## config.mk

```make
export PLATFORM = sky130hd
export DESIGN_NAME = vlc_ook_tx
export DESIGN_NICKNAME = d
export VERILOG_FILES = /design/src/rtl/vlc_ook_tx.sv
export SDC_FILE = /design/constraint.sdc
export NUM_CORES = 1
export LEC_CHECK = 0
export CORE_UTILIZATION = 57
export DETAILED_ROUTE_END_ITERATION = 8
export DONT_BUFFER_PORTS = 1
export HOLD_SLACK_MARGIN = 0.06
export PLACE_DENSITY = 0.85
export REMOVE_ABC_BUFFERS = 1
export SLEW_MARGIN = 20
export SYNTH_ARGS = -nofsm -noshare
export SYNTH_HDL_FRONTEND = slang
export SYNTH_SLANG_ARGS = --single-unit
```

## constraint.sdc

```tcl
create_clock -name clk -period 2.3 [get_ports clk]
set_input_delay 0.69 -clock clk [delete_from_list [all_inputs] [get_ports clk]]
set_output_delay 0.69 -clock clk [all_outputs]
set_load 0.005 [all_outputs]
```

## src/rtl/vlc_ook_tx.sv

```systemverilog
// Manchester/OOK frame serialiser fed from the read port of an async FIFO.
// Frame = PRE_BYTES x 8'h55 preamble, SFD, payload bytes popped on the fly, then an LED-off gap.
module vlc_ook_tx #(
    parameter int         CLK_DIV   = 16,
    parameter int         PRE_BYTES = 4,
    parameter logic [7:0] SFD       = 8'hD5,
    parameter int         MAX_LEN   = 64,
    parameter int         GAP_BITS  = 16
) (
    input  logic       clk,
    input  logic       resetn,
    input  logic       enable,
    input  logic       rempty,
    input  logic [7:0] rdata,
    output logic       rinc,
    output logic       led,
    output logic       busy,
    output logic       frame_done,
    output logic [7:0] frame_len
);
    localparam int GAP_CHIPS = 2 * GAP_BITS;
    localparam int GW        = (GAP_CHIPS > 1) ? $clog2(GAP_CHIPS) : 1;

    typedef enum logic [2:0] {S_IDLE, S_LOAD, S_PRE, S_SFD, S_DATA, S_GAP} state_t;

    state_t         state;
    logic [15:0]    div_cnt;
    logic [3:0]     chip_idx;
    logic [3:0]     pre_cnt;
    logic [GW-1:0]  gap_cnt;
    logic [7:0]     cur_byte;
    logic [7:0]     nxt_byte;
    logic [7:0]     byte_cnt;
    logic           nxt_valid;
    logic           pend;
    logic           tick;

    assign tick = (div_cnt == 16'(CLK_DIV - 1));

    // Chip c of a byte: even chips carry the bit, odd chips its complement (MSB first).
    function automatic logic chip_of(input logic [7:0] b, input logic [3:0] c);
        return b[~c[3:1]] ^ c[0];
    endfunction

    always_ff @(posedge clk or negedge resetn) begin
        if (!resetn) begin
            state      <= S_IDLE;
            div_cnt    <= '0;
            chip_idx   <= '0;
            pre_cnt    <= '0;
            gap_cnt    <= '0;
            cur_byte   <= '0;
            nxt_byte   <= '0;
            byte_cnt   <= '0;
            nxt_valid  <= 1'b0;
            pend       <= 1'b0;
            rinc       <= 1'b0;
            led        <= 1'b0;
            busy       <= 1'b0;
            frame_done <= 1'b0;
            frame_len  <= '0;
        end else begin
            rinc       <= 1'b0;
            frame_done <= 1'b0;
            pend       <= rinc;
            // rdata is valid the cycle after a pop; the LOAD pop already counted as byte 1
            if (pend) begin
                nxt_byte  <= rdata;
                nxt_valid <= 1'b1;
                if (state == S_DATA)
                    byte_cnt <= byte_cnt + 8'd1;
            end
            case (state)
                S_IDLE: begin
                    led <= 1'b0;
                    if (enable && !rempty) begin
                        rinc  <= 1'b1;
                        busy  <= 1'b1;
                        state <= S_LOAD;
                    end
                end
                S_LOAD: begin
                    byte_cnt <= 8'd1;
                    cur_byte <= 8'h55;
                    pre_cnt  <= '0;
                    chip_idx <= '0;
                    div_cnt  <= '0;
                    led      <= chip_of(8'h55, 4'd0);
                    state    <= S_PRE;
                end
                S_GAP: begin
                    div_cnt <= tick ? '0 : div_cnt + 16'd1;
                    if (tick) begin
                        if (gap_cnt == GW'(GAP_CHIPS - 1)) begin
                            state      <= S_IDLE;
                            busy       <= 1'b0;
                            frame_done <= 1'b1;
                            frame_len  <= byte_cnt;
                        end else begin
                            gap_cnt <= gap_cnt + GW'(1);
                        end
                    end
                end
                default: begin
                    div_cnt <= tick ? '0 : div_cnt + 16'd1;
                    if (tick) begin
                        if (chip_idx != 4'd15) begin
                            chip_idx <= chip_idx + 4'd1;
                            led      <= chip_of(cur_byte, chip_idx + 4'd1);
                            // Prefetch on entering the first chip of the LSB
                            if (state == S_DATA && chip_idx == 4'd13 && !rempty &&
                                byte_cnt < 8'(MAX_LEN))
                                rinc <= 1'b1;
                        end else begin
                            chip_idx <= '0;
                            case (state)
                                S_PRE: begin
                                    if (pre_cnt == 4'(PRE_BYTES - 1)) begin
                                        cur_byte <= SFD;
                                        led      <= chip_of(SFD, 4'd0);
                                        state    <= S_SFD;
                                    end else begin
                                        pre_cnt <= pre_cnt + 4'd1;
                                        led     <= chip_of(8'h55, 4'd0);
                                    end
                                end
                                S_SFD: begin
                                    cur_byte  <= nxt_byte;
                                    nxt_valid <= 1'b0;
                                    led       <= chip_of(nxt_byte, 4'd0);
                                    state     <= S_DATA;
                                end
                                default: begin
                                    if (nxt_valid) begin
                                        cur_byte  <= nxt_byte;
                                        nxt_valid <= 1'b0;
                                        led       <= chip_of(nxt_byte, 4'd0);
                                    end else begin
                                        led     <= 1'b0;
                                        gap_cnt <= '0;
                                        state   <= S_GAP;
                                    end
                                end
                            endcase
                        end
                    end
                end
            endcase
        end
    end
endmodule

```

[Word level (Yosys, flattened, before mapping)]
Index checks and enable logic that the tools add are counted.
Storage, ports and cells
  input bits: 12
  output and inout port bits: 12
  register bits after elaboration: 70
  logic and storage cells: 139
Cells by class
  bitwise gates (word level): 5
  equal/unequal tests: 23
  order comparisons: 2
  reduce and logical (&&, ||, !) cells: 28
  mux-type cells: 61
  $add $sub $neg: 5
Operator list (number)
  8-bit two-way mux: 7
  16-bit one-hot mux with 2 select lines: 1
  8-bit one-hot mux with 2 select lines: 2
  5-bit two-way mux: 6
  4-bit two-way mux: 6
  3-bit two-way mux: 7
  1-bit two-way mux: 20
  16-bit by 1-bit adder with 16-bit output (second input constant): 1
  16-bit by 4-bit == test with 1-bit output (second input constant): 1
  16-bit two-way mux: 1
  4-bit one-hot mux with 2 select lines: 2
  2-bit nonzero test: 6
  2-bit by 1-bit != test with 1-bit output (second input constant): 5
  1-bit one-hot mux with 2 select lines: 5
  5-bit one-hot mux with 2 select lines: 1
  5-bit AND reduction: 2
  3-bit one-hot mux with 3 select lines: 1
  4-bit by 1-bit adder with 4-bit output (second input constant): 2
  8-bit by 1-bit adder with 8-bit output (second input constant): 1
  8-bit by 7-bit < comparator with 1-bit output (second input constant): 1
  2-bit != test (second input constant): 4
  2-bit OR reduction: 4
  7-bit AND reduction: 1
  3-bit by 2-bit == test with 1-bit output (second input constant): 2
  other kinds (27): 35

[Longest topological paths before layout]
Gate-level depths: netlist of the first run.
  depth in word-level cells: 8
  depth in mapped cells: 8
  gate-level depth less buffers: 8

[Worst setup path before layout of the first run]
OpenSTA, ideal clock, no wires.
  kind: reg2reg
  start: reg div_cnt[7]
  end: reg cur_byte[5]
  cell stages (with the launch flop): 7
  arrival: 2.210 ns
  data required time: 2.175 ns
  library setup time: 0.125 ns
  clock period less this slack: 2.334 ns
  setup slack: -0.034 ns
  buffers on the path: 1
  cells stage by stage: dfrtp_1 or4_4 nor4_4 o21ai_2 nor3b_1 buf_4 mux2_2
On the way
  longest elaborated chain between the ends: 3
RTL lines
  start: declaration: RTL line 27  | logic [15:0] div_cnt;
  start signal: assignment: RTL line 92  | div_cnt <= tick ? '0 : div_cnt + 16'd1;
  start signal: assignment: RTL line 105  | div_cnt <= tick ? '0 : div_cnt + 16'd1;
  16-bit by 4-bit == test with 1-bit output: RTL line 38  | assign tick = (div_cnt == 16'(CLK_DIV - 1));
  2-bit nonzero test (no line)
  5-bit AND reduction (no line)
  end signal: assignment: RTL line 128  | cur_byte <= nxt_byte;
  end signal: assignment: RTL line 135  | cur_byte <= nxt_byte;
  end: declaration: RTL line 31  | logic [7:0] cur_byte;
Every way passes these cells.
A chain may end at the register's enable or synchronous reset.

[Final worst setup path of the first run]
  start: reg div_cnt[7]
  end: reg cur_byte[7]
The elaborated chain is that of the path after synthesis.

==> impl_summary.md, run 1 <==
Layout
The final layout contains 397 nets. The finished cells cover 4100 um^2. Of the cells placed in the final design, the portion with a size suffix greater than 1 is 23.0%.

For this run, the share of the core covered by cells in the final layout is 68.8%. The repair_antennas step left the layout with diodes totalling 0. The signed area change from the synthesized netlist to the final layout is 16.0%.

Clock network
In this run the deepest clock path goes through 2 buffers. CTS built an H-tree with a depth of 3. After clock tree synthesis, the clock-pin slew on the worst setup and hold paths is 80 ps. The master cell of the clock root buffer is sky130_fd_sc_hd__clkbuf_8. TritonCTS built the clock tree. Counting every sink on the clock net gives 70. The number of buffers inserted during clock tree synthesis is 9.

The clock reaches the later pin of the worst-skew pair after 350 ps.

Global routing
The total overflow reported by the global router is 0. The first global-routing pass estimated 13300 um of wire. The total global routing track utilization is 27.4%. The largest net degree at the start of global routing is 71. The number of global-route vias before repair is 2748. The initial antenna violation count is 0.

Critical path
Walking the worst path, the cells encountered are or4_4 > nor4_4 > buf_6 > o211ai_2 > or4_1 > o21ai_1. The number of buffers and inverters on the critical path is 1. The critical path arrival is 2520 ps. The worst flop-to-flop path startpoint is div_cnt[7]. The type of origin of the critical path is a flop. On the worst path, the slowest cell contributes a delay of 570 ps. The destination of the worst register-to-register timing path is cur_byte[7].

The slowest stage of the critical path belongs to the cell sky130_fd_sc_hd__or4_4. The worst setup path is captured at a flop. Across all register-to-register paths, the minimum setup slack is 50 ps.

The type of the worst setup path is flop to flop. The critical-path maximum fanout is 9. The kind of cell adding the most delay to the critical path is simple AND/OR/NAND/NOR gates. For the worst setup path, the data required time is 2570 ps. The worst register-to-register path has a depth of 6.

Detailed routing
The remaining antenna violation count is 0. The first detailed-routing pass ran for 5 iterations. Detailed routing inserted a total of 2861 vias. The post-detailed-route DRC marker count is 0.

In the final routed layout, each cell accounts on average for 17.5 um. Dividing the detail-routed via count by the number of cells gives 6.25. The number of DRC markers after the initial detailed-route iteration is 218. The total routed wirelength is 8010 um.

Yosys
The synthesized design spends more area on one cell type than any other, namely sky130_fd_sc_hd__dfrtp_1. For this run, the number of Yosys warnings is 0. After Yosys synthesis, XOR and XNOR cells account for 3.96% of the synthesized area.

The top cell type's share of synthesized area is 49.5%. The number of distinct library cells after synthesis is 51. The post-synthesis sequential area ratio is 49.5%. The cell with the most instances after synthesis is sky130_fd_sc_hd__dfrtp_1.

By count the netlist is led by 70 x sky130_fd_sc_hd__dfrtp_1, 28 x sky130_fd_sc_hd__nor2_1, 21 x sky130_fd_sc_hd__mux2_2, 21 x sky130_fd_sc_hd__nand2_1, 20 x sky130_fd_sc_hd__o21ai_0. After synthesis, the largest family of logic cells by area is simple AND/OR/NAND/NOR gates. Counting flops with an async set or reset pin after synthesis yields a share of 100%. The instance count of the mapped netlist is 342. Of the total synthesized cell area, the portion taken by full adders, half adders and majority gates is 2.76%. The simple-gate share of the synthesized area is 20.7%. After synthesis, the cell types taking the most area are sky130_fd_sc_hd__dfrtp_1 50%, sky130_fd_sc_hd__mux2_2 6.7%, sky130_fd_sc_hd__xor2_1 3.2%, sky130_fd_sc_hd__nor2_1 3.0%, sky130_fd_sc_hd__o21ai_0 2.8%.

Summing every instance area after synthesis gives 3540 um^2. The share of the synthesized area in compound gates (AO/OA/AOI/OAI) is 10.1%. The post-synthesis sequential element count is 70.

For this run, the leading register cell type out of synthesis is sky130_fd_sc_hd__dfrtp_1. Yosys mapped a number of flops with a built-in enable equal to 0. Measured against the total synthesized area, the mux share comes to 10.0%. Averaged over all synthesized cells, the footprint is 10.3 um^2.

Floorplan
The initial utilization of the core area, before any placement, comes to 59.4%. 24 I/O pins were placed. The area of the die is 6520 um^2.

The die span in y is 80.8 um. The number of placement rows is 28. The floorplan step set the die width to 80.8 um. The floorplan step defined a core boundary enclosing 5960 um^2.

STA
The fmax is 444 MHz. The fraction of the cycle the final worst path needs is 97.8%. The final number of hold-violating endpoints is 0. For the final routed database, the setup TNS stands at 0 ps.

The headroom to the max-slew limit is 66.2%. The max-slew violation count is 0. Setup violations remaining at the end of the flow were counted as 0. The worst path needs 2250 ps of the cycle, external delays included. Clock skew on the completed layout was measured at 13.1 ps. The transition time of the tightest slew-check pin is 503 ps. Setup repair after global routing could not meet its margin everywhere.

Status
The run finished with clean final reports.

Place
After detailed placement, the total cell area comes to 3810 um^2. The HPWL after detailed placement is 5490 um. The weighted congestion at the end of routability-driven global placement is 0.927.

The port buffer count is 0.

Power and ir drop
IR analysis of the VDD net gives a maximum drop of 0.504 mV. The power density of the placed cells is 542 nW/um^2. The total power after layout is 2220 uW. In this run the static leakage power is 0.00195 uW.

Hold path
The type of the most critical hold path is input port to asynchronous set/reset pin.

Flow run
The number of maximum-capacitance violations is 0.
## state kept, by name, summed over array words and instances, names as in the netlist, 2 cells and up, named ones only
| register | flops |
|---|---|
| byte_cnt | 8 |
| chip_idx | 4 |
| cur_byte | 8 |
| div_cnt | 16 |
| frame_len | 8 |
| gap_cnt | 5 |
| nxt_byte | 8 |
| pre_cnt | 4 |
| state | 2 |
## cells by family after synthesis
kind of cell	after synthesis
AOI/OAI and AO/OA	58
xor gates and xnor gates	16
adders and majority gates	8
buffers and inverters	26
DFF	70
muxes	30
and+or+nand+nor	134
## metal layers
metal | vias to the layer above | wire (um) | global-route usage, %
li1 | 1317 | - | -
met1 | 1434 | 3420 | 35.8
met2 | 97 | 4010 | 43.3
met3 | 13 | 463 | 8.09
met4 | 0 | 120 | 10.5
met5 | - | 0 | 0
## through the flow
stage,worst slack [ps],hold WS (ps),instances
final,49.8,25.5,458
after global routing,-49.4,9.81,458
after detailed placement,6.87,396,432
after floorplan,-777,376,327
after CTS,2.53,20.3,450
after global placement,51.4,392,432
## worst register-to-register path: cells and delay by family, from the launching register on
family                 cells  cell delay [ps]
and+or+nand+nor            3             1390
DFF                        1              390
buffers and inverters      1              200
AOI/OAI and AO/OA          2              200
## placed cells by master (no fill, tap or decap), drive strengths merged, types with 3 or more instances in the layout
| cell | n |
|---|---|
| a21oi | 14 |
| a22o | 5 |
| a31oi | 4 |
| and3 | 10 |
| buf | 40 |
| clkbuf | 11 |
| clkinv | 3 |
| dfrtp | 70 |
| ha | 7 |
| inv | 11 |
| mux2 | 23 |
| mux2i | 5 |
| nand2 | 21 |
| nand2b | 5 |
| nand3 | 18 |
| nand4 | 13 |
| nor2 | 28 |
| nor2b | 4 |
| nor3 | 9 |
| nor3b | 3 |
| nor4 | 6 |
| o211ai | 3 |
| o21ai | 22 |
| or3 | 3 |
| or4 | 4 |
| xnor2 | 3 |
| xor2 | 13 |
## power by group
group / total, uW / switching (uW) / internal (uW)
clock: 968 / 465 / 503
combinational: 10.6 / 4.38 / 6.24
sequential: 1240 / 4.76 / 1240
total: 2220 / 474 / 1750
## layout make-up
cell class	count	area, um^2
inverter	11	41.3
clock inverter	5	60.1
sequential	70	1750
timing repair buffer	40	317
clock buffer	11	131
tap	75	93.8
multi-input combinational	246	1710
fill	440	1860
## repair_timing
item	4_1_cts	5_1_grt
endpoints found under the setup margin	4	17
pin swaps	1	3
buffers inserted	2	8
gates resized for setup	3	3
endpoints found under the hold margin	70	70
## worst max-delay path by stage
stage / from / endpoint / slack (ps) / cells after the start
final: div_cnt[7] / cur_byte[7] / 50 / 6
after global routing: div_cnt[7] / cur_byte[5] / -50 / 6
after CTS: div_cnt[5] / cur_byte[1] / 3 / 6
after detailed placement: div_cnt[11] / cur_byte[5] / 7 / 6
after global placement: div_cnt[7] / cur_byte[5] / 50 / 6
after floorplan: div_cnt[7] / cur_byte[5] / -780 / 5
Power figures use the tool's default switching activity.
==> run 2: changes to the inputs <==
--- a/config.mk
+++ b/config.mk
@@ -5,11 +5,11 @@
 export SDC_FILE = /design/constraint.sdc
 export NUM_CORES = 1
 export LEC_CHECK = 0
-export CORE_UTILIZATION = 57
+export CORE_UTILIZATION = 63
 export DETAILED_ROUTE_END_ITERATION = 8
 export DONT_BUFFER_PORTS = 1
 export HOLD_SLACK_MARGIN = 0.06
-export PLACE_DENSITY = 0.85
+export PLACE_DENSITY = 0.89
 export REMOVE_ABC_BUFFERS = 1
 export SLEW_MARGIN = 20
 export SYNTH_ARGS = -nofsm -noshare
==> constraint.sdc (replaced) <==
create_clock -name clk -period 2.5 [get_ports clk]
set_input_delay 0.75 -clock clk [delete_from_list [all_inputs] [get_ports clk]]
set_output_delay 0.75 -clock clk [all_outputs]
set_load 0.005 [all_outputs]
==> run 2 against run 1 <==
Hold slack gained 54 ps; worst setup slack improved by 91 ps; clock skew down 2.5 ps; maximum frequency fell by 4.6%; largest cell class unchanged; highest routed layer unchanged.
==> impl_summary.md, run 2 (synthesis gave the netlist of run 1 again) <==
Critical path
The number of cells on the worst reg-to-reg path is 6 (unchanged). The longest individual stage delay on the worst path came to 560 ps (about the same). The type of the worst setup path is flop to flop. The critical path required time is 2740 ps (+170 ps). The nature of the critical path endpoint is a flop.

The reg-to-reg setup timing slack is 140 ps (+90 ps). Grouping stages by cell kind, the critical path spends the most delay in simple AND/OR/NAND/NOR gates. STA classifies the critical path startpoint as a flop. The largest individual stage delay along the critical path comes from the cell sky130_fd_sc_hd__or4_4. The critical path arrival is 2590 ps (+70 ps).

Traced cell by cell, the critical path runs through or4_4 > nor4_4 > o21ai_2 > nor3b_1 > buf_4 > mux2_2. The worst register-to-register path begins at div_cnt[8]. The critical-path maximum fanout came to 8 (-1). The number of buffers and inverters on the critical path is 1 (unchanged). The worst register-to-register path ends at cur_byte[5].

Layout
The top cell types in the final layout, fill and taps aside, are 70 x sky130_fd_sc_hd__dfrtp_1, 28 x sky130_fd_sc_hd__nor2_1, 21 x sky130_fd_sc_hd__nand2_1, 21 x sky130_fd_sc_hd__mux2_2, 20 x sky130_fd_sc_hd__o21ai_0. The number of nets in the finished design is 373 (-6.0%). The number of fill cells in the layout was 383 (-13%). The number of standard cells in the final layout excluding fillers is 430 (-6.1%). The total non-filler cell area in the finished layout was 3880 um^2 (-5.3%). The share of post-route cells with drive strength above 1 is 17.3% (-5.7 points).

div_cnt holds more flip-flops than any other register. The most common cell after layout, fill and taps aside is sky130_fd_sc_hd__dfrtp_1. The signed area change from the synthesized netlist to the final layout is 9.77%. The flip-flop count of the largest register, all copies and words added is 16 (unchanged).

Clock network
The maximum clock insertion buffer count is 2 (unchanged). The count of hold-fix buffers inserted at cts is 0. The later-pin clock latency in the skew report is 360 ps (about the same). The clock tree from TritonCTS is built. The root buffer cell chosen for the clock tree is sky130_fd_sc_hd__clkbuf_8. The number of buffers inserted during clock tree synthesis came to 9 (unchanged). The clock-pin slew of the registers on the worst-case setup and hold paths was 80 ps (about the same). The H-tree depth reported by CTS is 3 (unchanged). The total clock sinks is 70 (unchanged).

Floorplan
The die span in y is 76.9 um (-4.8%). The number of placement rows is 26 (-7.1%). The placeable core region is 5270 um^2 (-12%).

The initial standard-cell utilization of the core is 67.1% (+7.7 points). The horizontal die dimension is 76.9 um (-4.8%). The area of the die is 5920 um^2 (-9.3%). The number of top-level design ports is 24 (unchanged).

Flow run
The number of maximum-capacitance violations is 0 (unchanged).

STA
Setup repair after global routing left no endpoint under its margin. The setup violation total in the final timing report came to 0 (unchanged). The worst-case clock skew is 10.6 ps (-2.54 ps). The transition time of the tightest slew-check pin is 523 ps (+20.2 ps). The fraction of the cycle the final worst path needs is 94.4% (-3.5 points). The post-route setup TNS is 0 ps (unchanged). The minimum clock period after layout is 2360 ps (+109 ps).

The max-slew violation count is 0 (unchanged). The worst hold-check slack is 79.9 ps (+54.4 ps). The fmax came to 424 MHz (-4.6%). The headroom to the max-slew limit came to 65.0% (-1.2 points). The final number of hold-violating endpoints is 0 (unchanged).

Global routing
The number of global-route vias before repair is 2813 (+2.4%). The first-pass GRT wire length came to 13600 um (+2.8%). The total global routing track utilization is 30.4% (+3.0 points).

The largest net degree at the start of global routing is 71 (unchanged). The total overflow reported by the global router is 0 (unchanged). The initial antenna violation count is 0 (unchanged).

Detailed routing
The number of DRC markers after the initial detailed-route iteration is 228 (+4.6%). The total routed wirelength came to 7930 um (-1.0%). The remaining antenna violation count is 0 (unchanged). The top routing layer in use is met4.

The first-pass iteration count of the detailed router is 5 (unchanged). The routed length on met2 came to 3860 um (-3.6%). The wire length per cell after detailed routing was 18.4 um (+5.4%). The met3 wirelength from detailed routing came to 643 um (+39%).

The vias after detailed routing is 2769 (-3.2%). The detail-routed via count per cell is 6.44 (+3.1%). The length of routed wiring on met1 is 3270 um (-4.4%).

The post-detailed-route DRC marker count came to 0 (unchanged).

Place
The port buffer count is 0 (unchanged). The number of cells in the design after placement is 413 (-4.4%). The placed instance area was 3690 um^2 (-2.9%). The weighted congestion at the end of routability-driven global placement was 0.894 (-3.5%). The detailed-placement wirelength estimate came to 5580 um (+1.6%).

Power and ir drop
The total power after layout was 1970 uW (-11%). The leakage power summed over all cells came to 0.00181 uW (-7.0%). The largest vdd supply drop is 0.495 mV (-1.7%). The power density of the placed cells is 507 nW/um^2 (-6.3%).

Status
The run finished with clean final reports.

Hold path
In this run the worst hold path is classified as input port to asynchronous set/reset pin.
-- run 2: how the worst max path moves through the flow --
stage | slack (ps) | to | depth (start not counted) | startpoint
floorplan | -580 | cur_byte[5] | 5 | div_cnt[7]
global placement | 210 | cur_byte[5] | 6 | div_cnt[11]
detailed placement | 120 | cur_byte[3] | 6 | div_cnt[11]
CTS | 90 | cur_byte[3] | 6 | div_cnt[12]
global route | 1 | cur_byte[5] | 6 | div_cnt[8]
finish | 140 | cur_byte[5] | 6 | div_cnt[8]
-- run 2: power by group --
group	total, uW	leakage, uW	internal [uW]	switching [uW]
Clock	816	0.0000833	366	450
Combinational	9.79	0.000803	5.76	4.03
Sequential	1140	0.000923	1140	4.82
-- run 2: worst register-to-register path: stages, from the launching register on --
cell and delay [ps]:
sky130_fd_sc_hd__dfrtp_1 430, sky130_fd_sc_hd__or4_4 560, sky130_fd_sc_hd__nor4_4 300, sky130_fd_sc_hd__o21ai_2 130, sky130_fd_sc_hd__nor3b_1 230, sky130_fd_sc_hd__buf_4 220
sky130_fd_sc_hd__mux2_2 350
-- run 2: area by class of cell --
type                            count  area (um^2)  area share (%)
Clock buffer                       10          128            3.29
Multi-Input combinational cell    246         1690            43.6
Sequential cell                    70         1750            45.1
Clock inverter                      6         46.3            1.19
Inverter                           11         41.3            1.06
Timing Repair Buffer               16          133            3.42
Antenna cell                        1         2.50          0.0645
Tap cell                           70         87.6            2.26
-- run 2: per-layer routing --
| layer | global-route usage [%] | vias up |
|---|---|---|
| met4 | 12.5 | 0 |
| met5 | 0 | - |
| met2 | 47.3 | 137 |
| met3 | 8.33 | 19 |
| li1 | - | 1271 |
| met1 | 40.3 | 1342 |
-- run 2: timing repair --
item	4_1_cts	5_1_grt
buffers inserted	0	0
resized for setup	0	2
setup endpoints to repair	0	6
-- run 2: through the flow --
step / setup WS, ps / utilization [%]
global placement: 213 / 70.1
detailed placement: 123 / 70.1
global route: 1.05 / 73.6
CTS: 93.1 / 73.4
finish: 141 / 73.6
floorplan: -577 / -
